$ cat src/rtl/uart_apb_if.sv
// UART APB register block: one-wait-state APB slave
// exposing DATA/STATUS/CTRL/DIV and the UART config.
module uart_apb_if #(
  parameter logic [15:0] DIV_RESET = 16'd325
) (
  input  logic        clk,
  input  logic        rst_n,
  input  logic        i_psel,
  input  logic        i_penable,
  input  logic        i_pwrite,
  input  logic [3:0]  i_paddr,
  input  logic [31:0] i_pwdata,
  output logic [31:0] o_prdata,
  output logic        o_pready,
  output logic        o_pslverr,
  output logic [15:0] o_divisor,
  output logic [1:0]  o_num_bit_data,
  output logic        o_parity_en,
  output logic        o_parity_type,
  output logic [7:0]  o_cpu_txd,
  output logic        o_tx_wr,
  input  logic        i_tx_full,
  input  logic [7:0]  i_cpu_rxd,
  output logic        o_rx_rd,
  input  logic        i_rx_empty,
  input  logic        i_parity_err,
  output logic        o_irq
);

  typedef enum logic [1:0] {
    IDLE,
    WAIT,
    DONE
  } state_t;

  state_t      state;
  logic [15:0] div_q;
  logic [1:0]  nb_q;
  logic        pe_q;
  logic        pt_q;
  logic        irx_q;
  logic        ierr_q;
  logic        perr_q;
  logic        ovf_q;
  logic        par_q;

  logic        aligned;
  logic        sel_data;
  logic        sel_stat;
  logic        sel_ctrl;
  logic        sel_div;
  logic        commit;
  logic        ovf_set;
  logic        perr_set;
  logic        st_clr;
  logic [31:0] rd_val;
  logic        err_val;
  logic        unused_wdata;

  assign unused_wdata = ^i_pwdata[31:16];

  assign aligned  = i_paddr[1:0] == 2'b00;
  assign sel_data = aligned && i_paddr[3:2] == 2'd0;
  assign sel_stat = aligned && i_paddr[3:2] == 2'd1;
  assign sel_ctrl = aligned && i_paddr[3:2] == 2'd2;
  assign sel_div  = aligned && i_paddr[3:2] == 2'd3;

  assign commit   = state == WAIT && i_psel;
  assign ovf_set  = commit && sel_data
                 && i_pwrite && i_tx_full;
  assign perr_set = i_parity_err && !par_q;
  assign st_clr   = commit && sel_stat && i_pwrite;

  assign o_divisor      = div_q;
  assign o_num_bit_data = nb_q;
  assign o_parity_en    = pe_q;
  assign o_parity_type  = pt_q;

  always_comb begin
    rd_val  = '0;
    err_val = 1'b0;
    unique case (1'b1)
      !aligned: err_val = 1'b1;
      sel_data: begin
        if (i_pwrite) begin
          err_val = i_tx_full;
        end else if (i_rx_empty) begin
          err_val = 1'b1;
        end else begin
          rd_val = {24'b0, i_cpu_rxd};
        end
      end
      sel_stat: begin
        if (!i_pwrite)
          rd_val = {28'b0, ovf_q, perr_q,
                    i_tx_full, i_rx_empty};
      end
      sel_ctrl: begin
        if (!i_pwrite)
          rd_val = {26'b0, ierr_q, irx_q,
                    pt_q, pe_q, nb_q};
      end
      sel_div: begin
        if (!i_pwrite)
          rd_val = {16'b0, div_q};
      end
      default: ;
    endcase
  end

  always_ff @(posedge clk or negedge rst_n) begin
    if (!rst_n) begin
      state     <= IDLE;
      o_pready  <= 1'b0;
      o_pslverr <= 1'b0;
      o_prdata  <= '0;
      o_tx_wr   <= 1'b0;
      o_rx_rd   <= 1'b0;
      o_irq     <= 1'b0;
      o_cpu_txd <= '0;
      div_q     <= DIV_RESET;
      nb_q      <= 2'b11;
      pe_q      <= 1'b0;
      pt_q      <= 1'b0;
      irx_q     <= 1'b0;
      ierr_q    <= 1'b0;
      perr_q    <= 1'b0;
      ovf_q     <= 1'b0;
      par_q     <= 1'b0;
    end else begin
      par_q  <= i_parity_err;
      o_irq  <= (irx_q && !i_rx_empty)
             || (ierr_q && (perr_q || ovf_q));
      // a sticky set beats a same-cycle clear
      ovf_q  <= ovf_set
             || (ovf_q && !(st_clr && i_pwdata[3]));
      perr_q <= perr_set
             || (perr_q && !(st_clr && i_pwdata[2]));
      o_tx_wr   <= 1'b0;
      o_rx_rd   <= 1'b0;
      o_pready  <= 1'b0;
      o_pslverr <= 1'b0;
      o_prdata  <= '0;
      case (state)
        IDLE: begin
          if (i_psel && i_penable)
            state <= WAIT;
        end
        WAIT: begin
          if (!i_psel) begin
            state <= IDLE;
          end else begin
            state     <= DONE;
            o_pready  <= 1'b1;
            o_prdata  <= rd_val;
            o_pslverr <= err_val;
            if (sel_data && i_pwrite && !i_tx_full) begin
              o_cpu_txd <= i_pwdata[7:0];
              o_tx_wr   <= 1'b1;
            end
            if (sel_data && !i_pwrite && !i_rx_empty)
              o_rx_rd <= 1'b1;
            if (sel_ctrl && i_pwrite)
              {ierr_q, irx_q, pt_q, pe_q, nb_q}
                <= i_pwdata[5:0];
            if (sel_div && i_pwrite)
              div_q <= (i_pwdata[15:0] == 16'd0)
                     ? 16'd1 : i_pwdata[15:0];
          end
        end
        DONE: state <= IDLE;
        default: state <= IDLE;
      endcase
    end
  end

endmodule

$ cat config.mk
export PLATFORM = sky130hd
export DESIGN_NAME = uart_apb_if
export DESIGN_NICKNAME = d
export VERILOG_FILES = /design/src/rtl/uart_apb_if.sv
export SDC_FILE = /design/constraint.sdc
export NUM_CORES = 1
export LEC_CHECK = 0
export ABC_AREA = 0
export CAP_MARGIN = 20
export CORE_MARGIN = 8
export CORE_UTILIZATION = 41
export CTS_CLUSTER_DIAMETER = 80
export CTS_CLUSTER_SIZE = 10
export DETAILED_ROUTE_END_ITERATION = 16
export GPL_ROUTABILITY_DRIVEN = 0
export GPL_TIMING_DRIVEN = 0
export MAX_ROUTING_LAYER = met4
export PLACE_DENSITY = 0.81
export SYNTH_ARGS = -nofsm -noshare
export SYNTH_HDL_FRONTEND = slang
export SYNTH_SLANG_ARGS = --single-unit
$ cat constraint.sdc
create_clock -name clk -period 2.3 [get_ports clk]
set_input_delay 0.345 -clock clk [delete_from_list [all_inputs] [get_ports clk]]
set_output_delay 0.345 -clock clk [all_outputs]
set_load 0.005 [all_outputs]
---- Yosys cells after proc, flatten, opt, wreduce, memory -nomap -nowiden ----
Index checks and enable logic that the tools add are counted.
operators by class
  divide/modulo/power cells ............... 0
  shifts and indexed selects .............. 0
  reduce and logical (&&, ||, !) cells .... 42
  equality and inequality tests ........... 5
  add/subtract/negate cells ............... 0
  $mul .................................... 0
  $lt $le $gt $ge ......................... 0
  bitwise gates (word level) .............. 0
  multiplexer cells ....................... 25
operator list
  kind                  count
  $pmux W32 S4          1
  $mux W32              3
  $mux W16              2
  $logic_and A1 B1 Y1   24
  $logic_not A16 Y1     1
  $mux W1               12
  $reduce_and A3 Y1     3
  $mux W8               1
  $logic_not A1 Y1      7
  $logic_not A2 Y1      3
  $mux W6               1
  $eq A2 B1 Y1 const B  2
  $eq A2 B2 Y1 const B  2
  $logic_or A1 B1 Y1    4
  $mux W2               2
  $mux W4               1
  $pmux W2 S2           1
  $ne A2 B2 Y1 const B  1
  $pmux W1 S2           1
word-level totals
  word-level logic and storage cells ...... 89
  bits in latches ......................... 0
  output and inout bits ................... 65
  RAM bits ................................ 0
  input bits .............................. 52
  flip-flop bits (word level) ............. 72
  memories ................................ 0
  bits in read-only memories .............. 0

---- Depth between registers and ports, before layout ----
  depth in word-level cells ............... 8
  gate-level depth with buffers ........... 5
  depth with buffers taken out ............ 3

---- Least setup slack after synthesis ----
OpenSTA, ideal clock, no wires.
  path kind ............................... in2reg
  start point ............................. input i_paddr[1]
  end point ............................... register div_q[10], in the netlist o_divisor[10]
  stages .................................. 5
  arrival ................................. 1.831 ns
  library setup time ...................... 0.125 ns
  buffers on the path ..................... 2
  required time ........................... 2.175 ns
  slack ................................... 0.344 ns
  cells stage by stage .................... or4b_4 or3_1 buf_6 buf_12 mux2_4
between the ends
  cells in the longest elaborated chain, start to end .. 4
RTL lines
  item                                RTL line  text
  start, declared                     11        input logic [3:0] i_paddr,
  $logic_not A2 Y1                    62        assign aligned = i_paddr[1:0] == 2'b00;
  $logic_and A1 B1 Y1                 66        assign sel_div = aligned && i_paddr[3:2] == 2'd3;
  $logic_and A1 B1 Y1                 166       if (sel_div && i_pwrite)
  $reduce_and A3 Y1 (no source line)  --
  end signal, assigned                167       div_q <= (i_pwdata[15:0] == 16'd0)
  end, declared                       37        logic [15:0] div_q;
Every way passes these cells.
A chain may end at the register's enable or synchronous reset.

---- Worst setup path after layout ----
  start point ............................. input i_paddr[1]
  end point ............................... register div_q[9], in the netlist o_divisor[9]
The elaborated chain is that of the path after synthesis.

==> metrics.md <==
| Metric | Value |
|---|---|
| Final hold violation count | 0 |
| Peak-usage layer in the global routing report | met2 |
| Largest cells by area after synthesis | dfrtp_1 51%, mux2_2 10%, dfstp_2 6.4% |
| Highest fanout seen on the critical path | 10 |
| Clock Latency Late Sink | 0.30 ns |
| Largest net degree at the start of global routing | 30 |
| Number of antenna cells inserted | 0 |
| CP startpoint kind | input port |
| Number of cells produced by synthesis | around 180 |
| HPWL after detailed placement | 4.96 mm |
| Proportion of synthesized chip area in sequential cells | 0.574 |
| Max Clock Freq | 445 MHz |
| Clock buffers created by TritonCTS | 5 |
| Beginning of the worst register-to-register path | state[1] |
| R2r setup slk | 0.22 ns |
| Flip-flop and latch count after synthesis | 56 |
| Maximum number of buffers from clock root to sink | 2 |
| Wire length of the first global-routing pass | 9.77 mm |
| Fraction of synthesized cell area taken by the top area cell type | 0.510 |
| Slew Limit Fails | 0 |
| Global routing usage on met1 | 0.167 |
| Endpoint of the worst register-to-register path | o_divisor[9] |
| IO Pins | between 100 and 150 |
| Placement Setup Slack | -0.351 ns |
| Static leakage | 1.68 nW |
| GR met3 Demand/Resource | 0.0337 |
| Largest voltage drop on the vdd net | ~0.31 mV |
| Arrival time of the worst setup path | ~2.4 ns |
| Classification of the worst setup path | in2reg |
| Mean cell area of the mapped netlist | 13.5 um^2 |
| Number of levels in the clock H-tree | 2 |
| Fraction of final layout cells with drive strength greater than 1 | 0.244 |
| Total wirelength of the detailed-routed design | 6.30 mm |
| Leading cell type in the layout, fill and taps excluded | clkdlybuf4s50_1 |
| Post-synth top area cell | dfrtp_1 |
| Power density over the cells | around 560 nW/um^2 |
| TritonCTS clock tree | yes |
| Total chip power | approximately 2.0 mW |
| Effective utilization at floorplan | 0.419 |
| Gr usage total | 0.148 |
| Minimum clock period after layout | 2.25 ns |
| Transition time at the pin with the least slew margin | between 0.6 and 0.7 ns |
| Average wire length per cell after detail routing | 17.2 um |
| Final cell utilization of the core | 0.616 |
| Drt initial violations | 38 |
| Post-synth cell types | 33 |
| Max Clock Skew | 0.00355 ns |
| Number of buffers inserted to repair setup after CTS | 0 |
| Crit path capture type | flip-flop |
| Antenna violations before repair | 0 |
| Area delta synth->final | 46.9% |
| Clock root buffer | clkbuf_8 |
| Unrepaired setup endpoints after global routing | no |
| Full die area | 8720 um^2 |
| DRT Pass-1 Iters | 4 |
| Post-DR vias/cell | approximately 4.8 |
| IO Port Bufs | 84 |
| Max-cap viol count | 0 |
| Grt ovf | 0 |
| Setup violation total in the final timing report | 0 |
| Floorplan row count | 28 |
| Final cycle utilization of the critical path | 0.977 |
| Die Span X | between 90 and 100 um |
| Overall via count from detail_route | 1768 |
| Depth of the most critical reg-to-reg path | 5 |
| Path category of the worst min-delay check | in2async |
| Result of the run | complete, no violations |
| Yosys warns | 0 |
| Hold bufs inserted after CTS | 0 |
| Antenna Nets Post-Route | 0 |
| Required @ worst endpoint | 2.49 ns |
| Clock transition at the registers of the reported paths | 0.09 ns |
| Met2 GRT Util | 0.254 |
| Final Hold Slack | 0.0546 ns |
| Slew headroom | 0.580 |
| Total clock sinks | 56 |
| Post-synthesis instance area | about 2500 um^2 |
| PnR worst setup slack | 0.0523 ns |
| Vertical die dimension | 93.4 um |
| Number of global-route vias before repair | about 1900 |
| Layout net count | 342 |
| Area of the core | 5850 um^2 |
| Detailed-route DRC error count | 0 |
| Fillers | 458 |
| Top library cells by usage in the layout, fill and taps aside | 83 x clkdlybuf4s50_1, 50 x dfrtp_1, 22 x mux2_2 |
==> metrics by stage <==
stage,instance area [um^2],setup TNS (ns),std cells
after floorplan,2510,0,197
after global placement,3440,-45.72,356
after detailed placement,3460,-6.97,358
after CTS,3600,0,366
after global routing,3600,0,366
final,3600,0,366
==> cells by family after synthesis <==
logic type      after synthesis  share of synthesized area
compound gates               20                     0.0581
buf+inv                      29                     0.0785
flops                        56                      0.574
mux                          37                      0.183
other cells                   1                    0.00153
simple gates                 39                      0.105
==> synthesized netlist by cell type, drive strengths merged <==
library cell,instances
nor4bb,1
nand3,2
or4b,2
nor4,4
dfrtp,50
o31ai,2
or3,1
nor4b,3
clkbuf,4
conb,1
nor2,1
o31a,1
dfstp,6
a41o,1
buf,18
a221oi,3
mux2,32
a211oi,5
o21ai,3
nor3,4
inv,7
nand2,5
a21oi,4
and2,9
nand3b,6
mux2i,5
nand4,1
a2bb2oi,1
==> power breakdown <==
| group | total [mW] | leakage [nW] | internal, mW | switching [mW] |
|---|---|---|---|---|
| sequential | 1.05 | 0.746 | 1.03 | 0.0262 |
| combinational | 0.287 | 0.866 | 0.176 | 0.111 |
| clock | 0.687 | 0.0645 | 0.384 | 0.302 |
| total | 2.03 | 1.68 | 1.59 | 0.440 |
==> metal layers <==
| layer | wire length [um] | vias up |
|---|---|---|
| met3 | 373 | 7 |
| met5 | 0 | - |
| met4 | 74 | 0 |
| met2 | 3250 | 68 |
| met1 | 2600 | 859 |
| li1 | - | 834 |
==> registers in the layout, indices dropped and copies added (netlist names), 2 cells and up <==
register	flops
state	2
o_prdata	16
o_num_bit_data	2
o_divisor	16
o_cpu_txd	8
==> how the worst max path moves through the flow <==
stage,from,endpoint,slack (ns),cells past startpoint
6_report,i_paddr[1],o_divisor[9],0.05,6
5_1_grt,i_paddr[1],o_divisor[11],0.009,6
4_1_cts,i_paddr[1],o_prdata[9],0.06,5
3_5_place_dp,i_paddr[1],irx_q,-0.35,4
3_3_place_gp,rst_n,o_pready,-0.72,1
2_1_floorplan,i_paddr[1],o_divisor[10],0.34,5
==> worst max-delay path, cell delays in order <==
cell	delay (ns)
clkdlybuf4s50_1	0.47
or4b_4	0.60
or3_1	0.41
buf_6	0.16
buf_12	0.15
mux2_4	0.30
==> final cells by class <==
type | count | area (um^2) | area share
flip-flops and latches | 56 | 1410 | 0.391
multi-input cells | 112 | 923 | 0.256
repair buffers | 86 | 860 | 0.238
plain buffers | 22 | 166 | 0.0462
clock buffers | 7 | 96.3 | 0.0267
well taps | 75 | 93.8 | 0.0260
clock inverters | 1 | 30.0 | 0.00833
inverters | 7 | 26.3 | 0.00729
==> repair_timing <==
item / CTS / global route
resized for setup: 1 / 1
setup endpoints to repair: 4 / 5
pin swaps: 0 / 0
hold endpoints to repair: 0 / 0
(Power assumes the default switching activity.)
